$ cat src/rtl/mem_arbiter_if.sv
// mem_arbiter_if: bus bundle between the arbiter, its two requesters
// (fetch and memory stage) and the shared single-port main memory.
//
// Signal groups:
//   fetch  : if_req_in, if_addr_in, if_access_size_in -> if_rdata_out,
//            if_valid_out, if_stall_out
//   data   : mem_req_in, mem_rw_in, mem_addr_in, mem_access_size_in,
//            mem_wdata_in -> mem_rdata_out, mem_valid_out, mem_stall_out
//   memory : ram_en_out, ram_rw_out, ram_addr_out, ram_wdata_out <- ram_rdata_in
//
// Modports:
//   slave  : the arbiter (consumes *_in, drives *_out)
//   master : requesters plus memory (drive *_in, observe *_out)
interface mem_arbiter_if #(
  parameter int ADDR_WIDTH = 32,
  parameter int DATA_WIDTH = 32
);
  // fetch requester
  logic                  if_req_in;
  logic [ADDR_WIDTH-1:0] if_addr_in;
  logic [1:0]            if_access_size_in;
  logic [DATA_WIDTH-1:0] if_rdata_out;
  logic                  if_valid_out;
  logic                  if_stall_out;
  // data requester
  logic                  mem_req_in;
  logic                  mem_rw_in;
  logic [ADDR_WIDTH-1:0] mem_addr_in;
  logic [1:0]            mem_access_size_in;
  logic [DATA_WIDTH-1:0] mem_wdata_in;
  logic [DATA_WIDTH-1:0] mem_rdata_out;
  logic                  mem_valid_out;
  logic                  mem_stall_out;
  // main memory
  logic                  ram_en_out;
  logic                  ram_rw_out;
  logic [ADDR_WIDTH-1:0] ram_addr_out;
  logic [DATA_WIDTH-1:0] ram_wdata_out;
  logic [DATA_WIDTH-1:0] ram_rdata_in;

  modport slave (
    input  if_req_in, if_addr_in, if_access_size_in,
    output if_rdata_out, if_valid_out, if_stall_out,
    input  mem_req_in, mem_rw_in, mem_addr_in, mem_access_size_in, mem_wdata_in,
    output mem_rdata_out, mem_valid_out, mem_stall_out,
    output ram_en_out, ram_rw_out, ram_addr_out, ram_wdata_out,
    input  ram_rdata_in
  );

  modport master (
    output if_req_in, if_addr_in, if_access_size_in,
    input  if_rdata_out, if_valid_out, if_stall_out,
    output mem_req_in, mem_rw_in, mem_addr_in, mem_access_size_in, mem_wdata_in,
    input  mem_rdata_out, mem_valid_out, mem_stall_out,
    input  ram_en_out, ram_rw_out, ram_addr_out, ram_wdata_out,
    output ram_rdata_in
  );
endinterface

$ cat src/rtl/mem_arbiter.sv
// mem_arbiter: single-port memory arbiter and burst sequencer shared by the
// fetch stage (read-only) and the memory stage (read/write).
//
// Ports:
//   clk_in : clock, all state on the rising edge
//   rst_in : synchronous active-high reset
//   bus    : mem_arbiter_if.slave (fetch, data and memory signal groups)
//
// One grant at a time; each grant is expanded into 1/4/8/16 single-word
// beats on consecutive cycles. Read data comes back one cycle after each
// read beat, so a read burst ends with one extra RDWAIT cycle. Under
// contention grants alternate, with MEM winning the first tie after reset.
module mem_arbiter #(
  parameter int ADDR_WIDTH = 32,
  parameter int DATA_WIDTH = 32
) (
  input  logic           clk_in,
  input  logic           rst_in,
  mem_arbiter_if.slave   bus
);

  typedef enum logic [1:0] {S_IDLE, S_BURST, S_RDWAIT} state_t;
  typedef enum logic {OWN_IF, OWN_MEM} owner_t;

  // Attributes latched at grant time; requester inputs are not looked at
  // again until the next IDLE.
  typedef struct packed {
    owner_t owner;
    logic   rw;
  } grant_t;

  state_t                state_q, state_d;
  grant_t                grant_q, grant_d;
  logic [ADDR_WIDTH-1:0] addr_q, addr_d;
  logic [3:0]            cnt_q, cnt_d;
  logic                  last_mem_q, last_mem_d;
  logic                  rd_vld_q;   // a read beat was issued last cycle

  // Beats remaining after the first one.
  function automatic logic [3:0] size_to_cnt(input logic [1:0] sz);
    case (sz)
      2'b00:   size_to_cnt = 4'd0;
      2'b01:   size_to_cnt = 4'd3;
      2'b10:   size_to_cnt = 4'd7;
      default: size_to_cnt = 4'd15;
    endcase
  endfunction

  // Word-align: low address bits are ignored.
  localparam logic [ADDR_WIDTH-1:0] ALIGN_MASK = ~ADDR_WIDTH'(3);

  logic grant_mem;
  assign grant_mem = bus.mem_req_in && (!bus.if_req_in || !last_mem_q);

  // ---------------------------------------------------------------------
  // Next-state logic
  // ---------------------------------------------------------------------
  always_comb begin
    state_d    = state_q;
    grant_d    = grant_q;
    addr_d     = addr_q;
    cnt_d      = cnt_q;
    last_mem_d = last_mem_q;
    case (state_q)
      S_IDLE: begin
        if (bus.if_req_in || bus.mem_req_in) begin
          state_d    = S_BURST;
          last_mem_d = grant_mem;
          if (grant_mem) begin
            grant_d.owner = OWN_MEM;
            grant_d.rw    = bus.mem_rw_in;
            addr_d        = bus.mem_addr_in & ALIGN_MASK;
            cnt_d         = size_to_cnt(bus.mem_access_size_in);
          end else begin
            grant_d.owner = OWN_IF;
            grant_d.rw    = 1'b0;       // fetch never writes
            addr_d        = bus.if_addr_in & ALIGN_MASK;
            cnt_d         = size_to_cnt(bus.if_access_size_in);
          end
        end
      end
      S_BURST: begin
        // Wraps naturally at the top of the address space.
        addr_d = addr_q + ADDR_WIDTH'(4);
        if (cnt_q == 4'd0) begin
          // Writes finish with the last beat; reads need one more cycle
          // for the final word to come back.
          state_d = grant_q.rw ? S_IDLE : S_RDWAIT;
        end else begin
          cnt_d = cnt_q - 4'd1;
        end
      end
      S_RDWAIT: state_d = S_IDLE;
      default:  state_d = S_IDLE;
    endcase
  end

  // ---------------------------------------------------------------------
  // State registers
  // ---------------------------------------------------------------------
  always_ff @(posedge clk_in) begin
    if (rst_in) begin
      state_q    <= S_IDLE;
      grant_q    <= '{owner: OWN_IF, rw: 1'b0};
      addr_q     <= '0;
      cnt_q      <= 4'd0;
      last_mem_q <= 1'b0;
      rd_vld_q   <= 1'b0;
    end else begin
      state_q    <= state_d;
      grant_q    <= grant_d;
      addr_q     <= addr_d;
      cnt_q      <= cnt_d;
      last_mem_q <= last_mem_d;
      rd_vld_q   <= (state_q == S_BURST) && !grant_q.rw;
    end
  end

  // ---------------------------------------------------------------------
  // Outputs
  // ---------------------------------------------------------------------
  logic beat, wr_beat, final_vld, if_own, mem_own;

  assign beat    = (state_q == S_BURST);
  assign wr_beat = beat && grant_q.rw;
  assign if_own  = (grant_q.owner == OWN_IF);
  assign mem_own = (grant_q.owner == OWN_MEM);

  // The owner's last valid: last write beat, or the word returning in RDWAIT.
  assign final_vld = (state_q == S_RDWAIT) || (wr_beat && (cnt_q == 4'd0));

  assign bus.ram_en_out    = beat;
  assign bus.ram_rw_out    = wr_beat;
  assign bus.ram_addr_out  = beat ? addr_q : {ADDR_WIDTH{1'b0}};
  assign bus.ram_wdata_out = wr_beat ? bus.mem_wdata_in : {DATA_WIDTH{1'b0}};

  // Only a MEM grant can produce write beats, so wr_beat needs no owner term.
  assign bus.if_valid_out  = if_own && rd_vld_q;
  assign bus.mem_valid_out = (mem_own && rd_vld_q) || wr_beat;

  assign bus.if_rdata_out  = bus.if_valid_out ? bus.ram_rdata_in : {DATA_WIDTH{1'b0}};
  assign bus.mem_rdata_out = (mem_own && rd_vld_q) ? bus.ram_rdata_in : {DATA_WIDTH{1'b0}};

  assign bus.if_stall_out  = bus.if_req_in  && !(if_own  && final_vld);
  assign bus.mem_stall_out = bus.mem_req_in && !(mem_own && final_vld);

endmodule

$ cat src/flat_wrapper.sv
// flat-port wrapper written by rule: the top's interface ports become plain ports
module mem_arbiter_flat 
#(
  parameter int ADDR_WIDTH = 32,
  parameter int DATA_WIDTH = 32
)
  (clk_in, rst_in, bus_if_req_in, bus_if_addr_in, bus_if_access_size_in, bus_if_rdata_out, bus_if_valid_out, bus_if_stall_out, bus_mem_req_in, bus_mem_rw_in, bus_mem_addr_in, bus_mem_access_size_in, bus_mem_wdata_in, bus_mem_rdata_out, bus_mem_valid_out, bus_mem_stall_out, bus_ram_en_out, bus_ram_rw_out, bus_ram_addr_out, bus_ram_wdata_out, bus_ram_rdata_in);
  mem_arbiter_if #(.ADDR_WIDTH(ADDR_WIDTH), .DATA_WIDTH(DATA_WIDTH)) bus_i ();
  input  logic clk_in;
  input  logic rst_in;
  input wire logic [$bits(bus_i.if_req_in)-1:0] bus_if_req_in;
  input wire logic [$bits(bus_i.if_addr_in)-1:0] bus_if_addr_in;
  input wire logic [$bits(bus_i.if_access_size_in)-1:0] bus_if_access_size_in;
  output wire logic [$bits(bus_i.if_rdata_out)-1:0] bus_if_rdata_out;
  output wire logic [$bits(bus_i.if_valid_out)-1:0] bus_if_valid_out;
  output wire logic [$bits(bus_i.if_stall_out)-1:0] bus_if_stall_out;
  input wire logic [$bits(bus_i.mem_req_in)-1:0] bus_mem_req_in;
  input wire logic [$bits(bus_i.mem_rw_in)-1:0] bus_mem_rw_in;
  input wire logic [$bits(bus_i.mem_addr_in)-1:0] bus_mem_addr_in;
  input wire logic [$bits(bus_i.mem_access_size_in)-1:0] bus_mem_access_size_in;
  input wire logic [$bits(bus_i.mem_wdata_in)-1:0] bus_mem_wdata_in;
  output wire logic [$bits(bus_i.mem_rdata_out)-1:0] bus_mem_rdata_out;
  output wire logic [$bits(bus_i.mem_valid_out)-1:0] bus_mem_valid_out;
  output wire logic [$bits(bus_i.mem_stall_out)-1:0] bus_mem_stall_out;
  output wire logic [$bits(bus_i.ram_en_out)-1:0] bus_ram_en_out;
  output wire logic [$bits(bus_i.ram_rw_out)-1:0] bus_ram_rw_out;
  output wire logic [$bits(bus_i.ram_addr_out)-1:0] bus_ram_addr_out;
  output wire logic [$bits(bus_i.ram_wdata_out)-1:0] bus_ram_wdata_out;
  input wire logic [$bits(bus_i.ram_rdata_in)-1:0] bus_ram_rdata_in;
  assign bus_i.if_req_in = bus_if_req_in;
  assign bus_i.if_addr_in = bus_if_addr_in;
  assign bus_i.if_access_size_in = bus_if_access_size_in;
  assign bus_if_rdata_out = bus_i.if_rdata_out;
  assign bus_if_valid_out = bus_i.if_valid_out;
  assign bus_if_stall_out = bus_i.if_stall_out;
  assign bus_i.mem_req_in = bus_mem_req_in;
  assign bus_i.mem_rw_in = bus_mem_rw_in;
  assign bus_i.mem_addr_in = bus_mem_addr_in;
  assign bus_i.mem_access_size_in = bus_mem_access_size_in;
  assign bus_i.mem_wdata_in = bus_mem_wdata_in;
  assign bus_mem_rdata_out = bus_i.mem_rdata_out;
  assign bus_mem_valid_out = bus_i.mem_valid_out;
  assign bus_mem_stall_out = bus_i.mem_stall_out;
  assign bus_ram_en_out = bus_i.ram_en_out;
  assign bus_ram_rw_out = bus_i.ram_rw_out;
  assign bus_ram_addr_out = bus_i.ram_addr_out;
  assign bus_ram_wdata_out = bus_i.ram_wdata_out;
  assign bus_i.ram_rdata_in = bus_ram_rdata_in;
  mem_arbiter #(.ADDR_WIDTH(ADDR_WIDTH), .DATA_WIDTH(DATA_WIDTH)) u_core (.clk_in(clk_in), .rst_in(rst_in), .bus(bus_i));
endmodule
$ cat config.mk
export PLATFORM = sky130hd
export DESIGN_NAME = mem_arbiter_flat
export DESIGN_NICKNAME = d
export VERILOG_FILES = /design/src/rtl/mem_arbiter_if.sv /design/src/rtl/mem_arbiter.sv /design/src/flat_wrapper.sv
export SDC_FILE = /design/constraint.sdc
export NUM_CORES = 1
export LEC_CHECK = 0
export ABC_AREA = 1
export CORE_UTILIZATION = 33
export CTS_CLUSTER_DIAMETER = 40
export CTS_CLUSTER_SIZE = 24
export DETAILED_ROUTE_END_ITERATION = 16
export GPL_TIMING_DRIVEN = 1
export MAX_ROUTING_LAYER = met4
export PLACE_DENSITY = 0.79
export SYNTH_ARGS = -nofsm -noshare
export SYNTH_HDL_FRONTEND = slang
export SYNTH_SLANG_ARGS = --single-unit
export TNS_END_PERCENT = 50
$ cat constraint.sdc
create_clock -name clk_in -period 1.4 [get_ports clk_in]
set_input_delay 0.14 -clock clk_in [delete_from_list [all_inputs] [get_ports clk_in]]
set_output_delay 0.14 -clock clk_in [all_outputs]
set_load 0.02 [all_outputs]
==> flow_summary.rst <==
.. list-table::
   :header-rows: 1

   * - Metric
     - Value
   * - 1st-pass router iterations
     - 5
   * - Number of enable-type register cells in the synthesized netlist
     - 0
   * - Post-Layout Cell Count
     - 1254
   * - Final-stage net count
     - roughly 1.2k
   * - Hold crit path type
     - primary input to flop
   * - Count of mapped cells out of synthesis
     - 778
   * - Highest signal layer in the routed design
     - met4
   * - Fill cell instance count of the final layout
     - around 900
   * - Hold path endpoint
     - u_core.grant_q[0]$_SDFFE_PP0P_
   * - VDD IR max
     - ~650 uV
   * - Cells after DPL
     - between 1k and 1.5k
   * - Synth Register Bits
     - 39
   * - Post-route clock skew
     - ~0.0068 ns
   * - R2R Path Start
     - u_core.state_q[0]$_SDFFE_PP0P_
   * - Hold slack
     - approximately 0.48 ns
   * - CORE AREA
     - around 0.011 mm2
   * - Post-Place Cell Area
     - 0.00717 mm2
   * - Post-route core utilization
     - between 70 and 80%
   * - Fraction of the yosys area taken by sequential cells
     - about a fifth
   * - Setup repair after global routing missed its margin
     - true
   * - Global Route Usage Sum
     - a little over a quarter
   * - Reg-to-reg endpoint
     - u_core.addr_q[25]$_SDFFE_PP0P_
   * - Number of clock sinks
     - 39
   * - Half-perimeter wire length of the detailed placement result
     - 13300 um
   * - Max Fanout on Critical Path
     - 17
   * - Number of antenna-violating nets in the routed design
     - 0
   * - Nature of the critical path startpoint
     - flop
   * - Total length of routed met2 wires
     - 9720 um
   * - Starting DRT DRC Count
     - between 400 and 500
   * - Largest buffer count on any clock path
     - 2
   * - Area taken by multi-input logic gates
     - between 0.003 and 0.004 mm2
   * - Leakage power total
     - between 0.004 and 0.005 uW
   * - Required arrival time at the worst endpoint
     - 1.26 ns
   * - Max capacitance violation total
     - 0
   * - Fmax
     - around 620 MHz
   * - Clock transition at path regs
     - ~0.07 ns
   * - CTS root buf
     - sky130_fd_sc_hd__clkbuf_16
   * - Top post-synthesis cells by count
     - sky130_fd_sc_hd__nor2_1, sky130_fd_sc_hd__inv_1, sky130_fd_sc_hd__nand2_1, sky130_fd_sc_hd__o21ai_0, sky130_fd_sc_hd__dfxtp_1
   * - Met1 wire length
     - about 7500 um
   * - Cells on worst reg2reg path
     - 11
   * - Wire length of the first global-routing pass
     - approximately 26000 um
   * - Number of buffers created by CTS
     - 5
   * - Met3 Wirelength
     - about 1400 um
   * - Die Ht
     - ~110 um
   * - Minimum clock period
     - around 1.6 ns
   * - Number of buffers added on ports
     - about 260
   * - Number of H-tree levels
     - 2
   * - Hold path startpoint
     - bus_mem_rw_in
   * - Avg Synthesized Cell Area
     - 4.99 um2
   * - Final setup violation count
     - 94
   * - Total number of yosys warnings
     - 0
   * - Post-Layout Inst Area
     - just over 0.008 mm2
   * - Width of the die
     - roughly 110 um
   * - Critical path class
     - flop to output pin
   * - FF+latch area
     - approximately 800 um2
   * - Netlist area before placement
     - 0.00388 mm2
   * - Number of antenna violations at the first check in global routing
     - 1
   * - Clock network latency to the later pin of the worst-skew pair
     - a little under 0.3 ns
   * - Routed wirelength normalized by instance count
     - approximately 15 um
   * - Cell with the most instances after synthesis
     - sky130_fd_sc_hd__nor2_1
   * - Critical path capture point type
     - output pin
   * - Layout overhead on the synthesized area
     - 108%
   * - TritonCTS clock tree
     - yes
   * - Post-route clock period utilization
     - 116%
   * - Hold_buf cts
     - 0
   * - Cell depth of the worst hold path
     - 3
   * - Maximum number of pins on one net before global-route repair
     - 35
   * - Final weighted congestion in routability-driven placement
     - around 0.9
   * - Share of synthesized registers carrying an async set or reset
     - 0%
   * - Vias in the first global route
     - 5258
   * - Full die area
     - about 0.012 mm2
   * - Area share of the leading cell type in the synthesized netlist
     - 25.2%
   * - Status
     - complete, but fails checks
   * - Cell type with the highest aggregate area in the netlist
     - sky130_fd_sc_hd__nor2_1
   * - Signal arrival time at the worst endpoint
     - around 1.5 ns
   * - Power per cell area
     - 870 mW/mm2
   * - Starting Density
     - approximately a third
   * - Final Max Slew Viols
     - 0
   * - Via-per-instance ratio
     - 4.87
   * - Biggest area contributors in the synthesized netlist
     - sky130_fd_sc_hd__nor2_1, sky130_fd_sc_hd__dfxtp_1, sky130_fd_sc_hd__inv_1
   * - Final hold violations
     - 0
   * - Residual DRC
     - 0
   * - Congestion Overflow GR
     - 0
   * - Detailed-route via count
     - 6108
   * - Number of rows created at floorplan
     - 39
   * - Share of layout cells above drive strength 1
     - between 30% and 40%
   * - Unique cell type count in the Yosys netlist
     - 27
   * - Primary flip-flop cell chosen by synthesis mapping
     - sky130_fd_sc_hd__dfxtp_1
   * - Wire length after detailed routing
     - between 15000 and 20000 um
   * - Post-route setup slack
     - -0.225 ns
   * - Violated checks
     - negative setup slack
   * - Ports placed on the boundary
     - about 270
   * - Flop-to-flop setup slack
     - -0.17 ns
-- final cells by class --
type | count | share of cell area (%)
tap | 143 | 2.21
timing repair buffer | 360 | 42.1
clock inverter | 3 | 0.587
antenna | 1 | 0.0309
multi-input combinational | 564 | 37.1
sequential | 39 | 9.86
inverter | 139 | 6.54
clock buffer | 5 | 1.55
-- per-layer routing --
layer | up-vias | GRT usage (%)
met5 | - | -
met1 | 2781 | 31.8
met4 | 0 | 5.60
li1 | 3010 | -
met2 | 278 | 48.8
met3 | 39 | 5.43
-- state kept, by name (all words and copies together) (netlist names) --
name             count
u_core.cnt_q         4
u_core.grant_q       1
u_core.rd_vld_q      1
u_core.mem_own       1
u_core.state_q       2
u_core.addr_q       30
-- report_power, final --
group	internal [uW]	switching [uW]	leakage (uW)	total, uW
registers	1340	217	0.000328	1550
logic	1970	2150	0.00368	4120
clock network	851	517	0.0000844	1370
total	4160	2890	0.00409	7040
-- worst max-delay path by stage --
stage / startpoint / endpoint / slack [ns] / cells past startpoint
after global placement: u_core.cnt_q[0]$_SDFFE_PP0P_ / bus_mem_stall_out / -0.37 / 7
after detailed placement: u_core.cnt_q[0]$_SDFFE_PP0P_ / bus_mem_stall_out / -0.42 / 7
final: u_core.state_q[0]$_SDFFE_PP0P_ / bus_ram_wdata_out[5] / -0.23 / 7
after global routing: u_core.state_q[0]$_SDFFE_PP0P_ / u_core.addr_q[25]$_SDFFE_PP0P_ / -0.27 / 11
after floorplan: u_core.state_q[0]$_SDFFE_PP0P_ / u_core.addr_q[20]$_SDFFE_PP0P_ / -0.007 / 9
after CTS: u_core.cnt_q[0]$_SDFFE_PP0P_ / bus_mem_stall_out / -0.15 / 6
-- cells by family after synthesis --
group                    share of synthesized area (%)
AO/OA/AOI/OAI                                     13.7
XOR/XNOR                                         0.226
adder cells (fa/ha/maj)                          0.644
buffers and inverters                             17.7
flip-flops                                        20.1
other                                           0.0966
AND/OR/NAND/NOR                                   47.5
-- repair_timing --
action,in CTS,in global routing
hold endpoints to repair,0,0
buffers inserted,5,8
setup endpoints to repair,156,157
pin swaps,8,57
gates resized for setup,554,330
gates cloned,1,11
-- cell usage in the layout, fill, tap and decap left out, types with 2 or more instances in the layout --
master | synthesis | final
sky130_fd_sc_hd__a21oi_1 | 36 | 35
sky130_fd_sc_hd__buf_12 | 0 | 9
sky130_fd_sc_hd__buf_2 | 13 | 34
sky130_fd_sc_hd__buf_4 | 3 | 124
sky130_fd_sc_hd__buf_6 | 0 | 46
sky130_fd_sc_hd__buf_8 | 0 | 5
sky130_fd_sc_hd__clkbuf_16 | 0 | 12
sky130_fd_sc_hd__clkbuf_2 | 0 | 2
sky130_fd_sc_hd__clkdlybuf4s50_1 | 0 | 131
sky130_fd_sc_hd__clkinv_4 | 0 | 2
sky130_fd_sc_hd__conb_1 | 1 | 2
sky130_fd_sc_hd__dfxtp_1 | 39 | 27
sky130_fd_sc_hd__dfxtp_2 | 0 | 11
sky130_fd_sc_hd__ha_4 | 0 | 2
sky130_fd_sc_hd__inv_1 | 136 | 128
sky130_fd_sc_hd__inv_2 | 3 | 9
sky130_fd_sc_hd__nand2_1 | 131 | 112
sky130_fd_sc_hd__nand2_2 | 3 | 9
sky130_fd_sc_hd__nand2_4 | 1 | 13
sky130_fd_sc_hd__nand3_1 | 37 | 36
sky130_fd_sc_hd__nand3b_1 | 13 | 13
sky130_fd_sc_hd__nor2_1 | 261 | 183
sky130_fd_sc_hd__nor2_2 | 5 | 49
sky130_fd_sc_hd__nor2_4 | 1 | 35
sky130_fd_sc_hd__o211ai_1 | 2 | 2
sky130_fd_sc_hd__o21ai_0 | 59 | 45
sky130_fd_sc_hd__o21ai_1 | 4 | 12
sky130_fd_sc_hd__o21ai_2 | 0 | 5
-- worst max-delay path: stages (launching register included) --
cell	delay, ns
sky130_fd_sc_hd__dfxtp_2	0.33
sky130_fd_sc_hd__inv_2	0.04
sky130_fd_sc_hd__nor2_4	0.16
sky130_fd_sc_hd__buf_6	0.14
sky130_fd_sc_hd__nand2_8	0.07
sky130_fd_sc_hd__buf_12	0.17
sky130_fd_sc_hd__nor2_1	0.12
sky130_fd_sc_hd__buf_4	0.16
-- stage by stage --
step | setup TNS, ns | setup slack, ns | total power [uW]
after floorplan | -0.0577 | -0.00738 | 3100
after global placement | -32.23 | -0.371 | 4590
after detailed placement | -33.56 | -0.421 | 4640
after CTS | -11.72 | -0.154 | 6100
after global routing | -20.16 | -0.273 | 7450
final | -13.40 | -0.225 | 7040
Power figures use the tool's default switching activity.
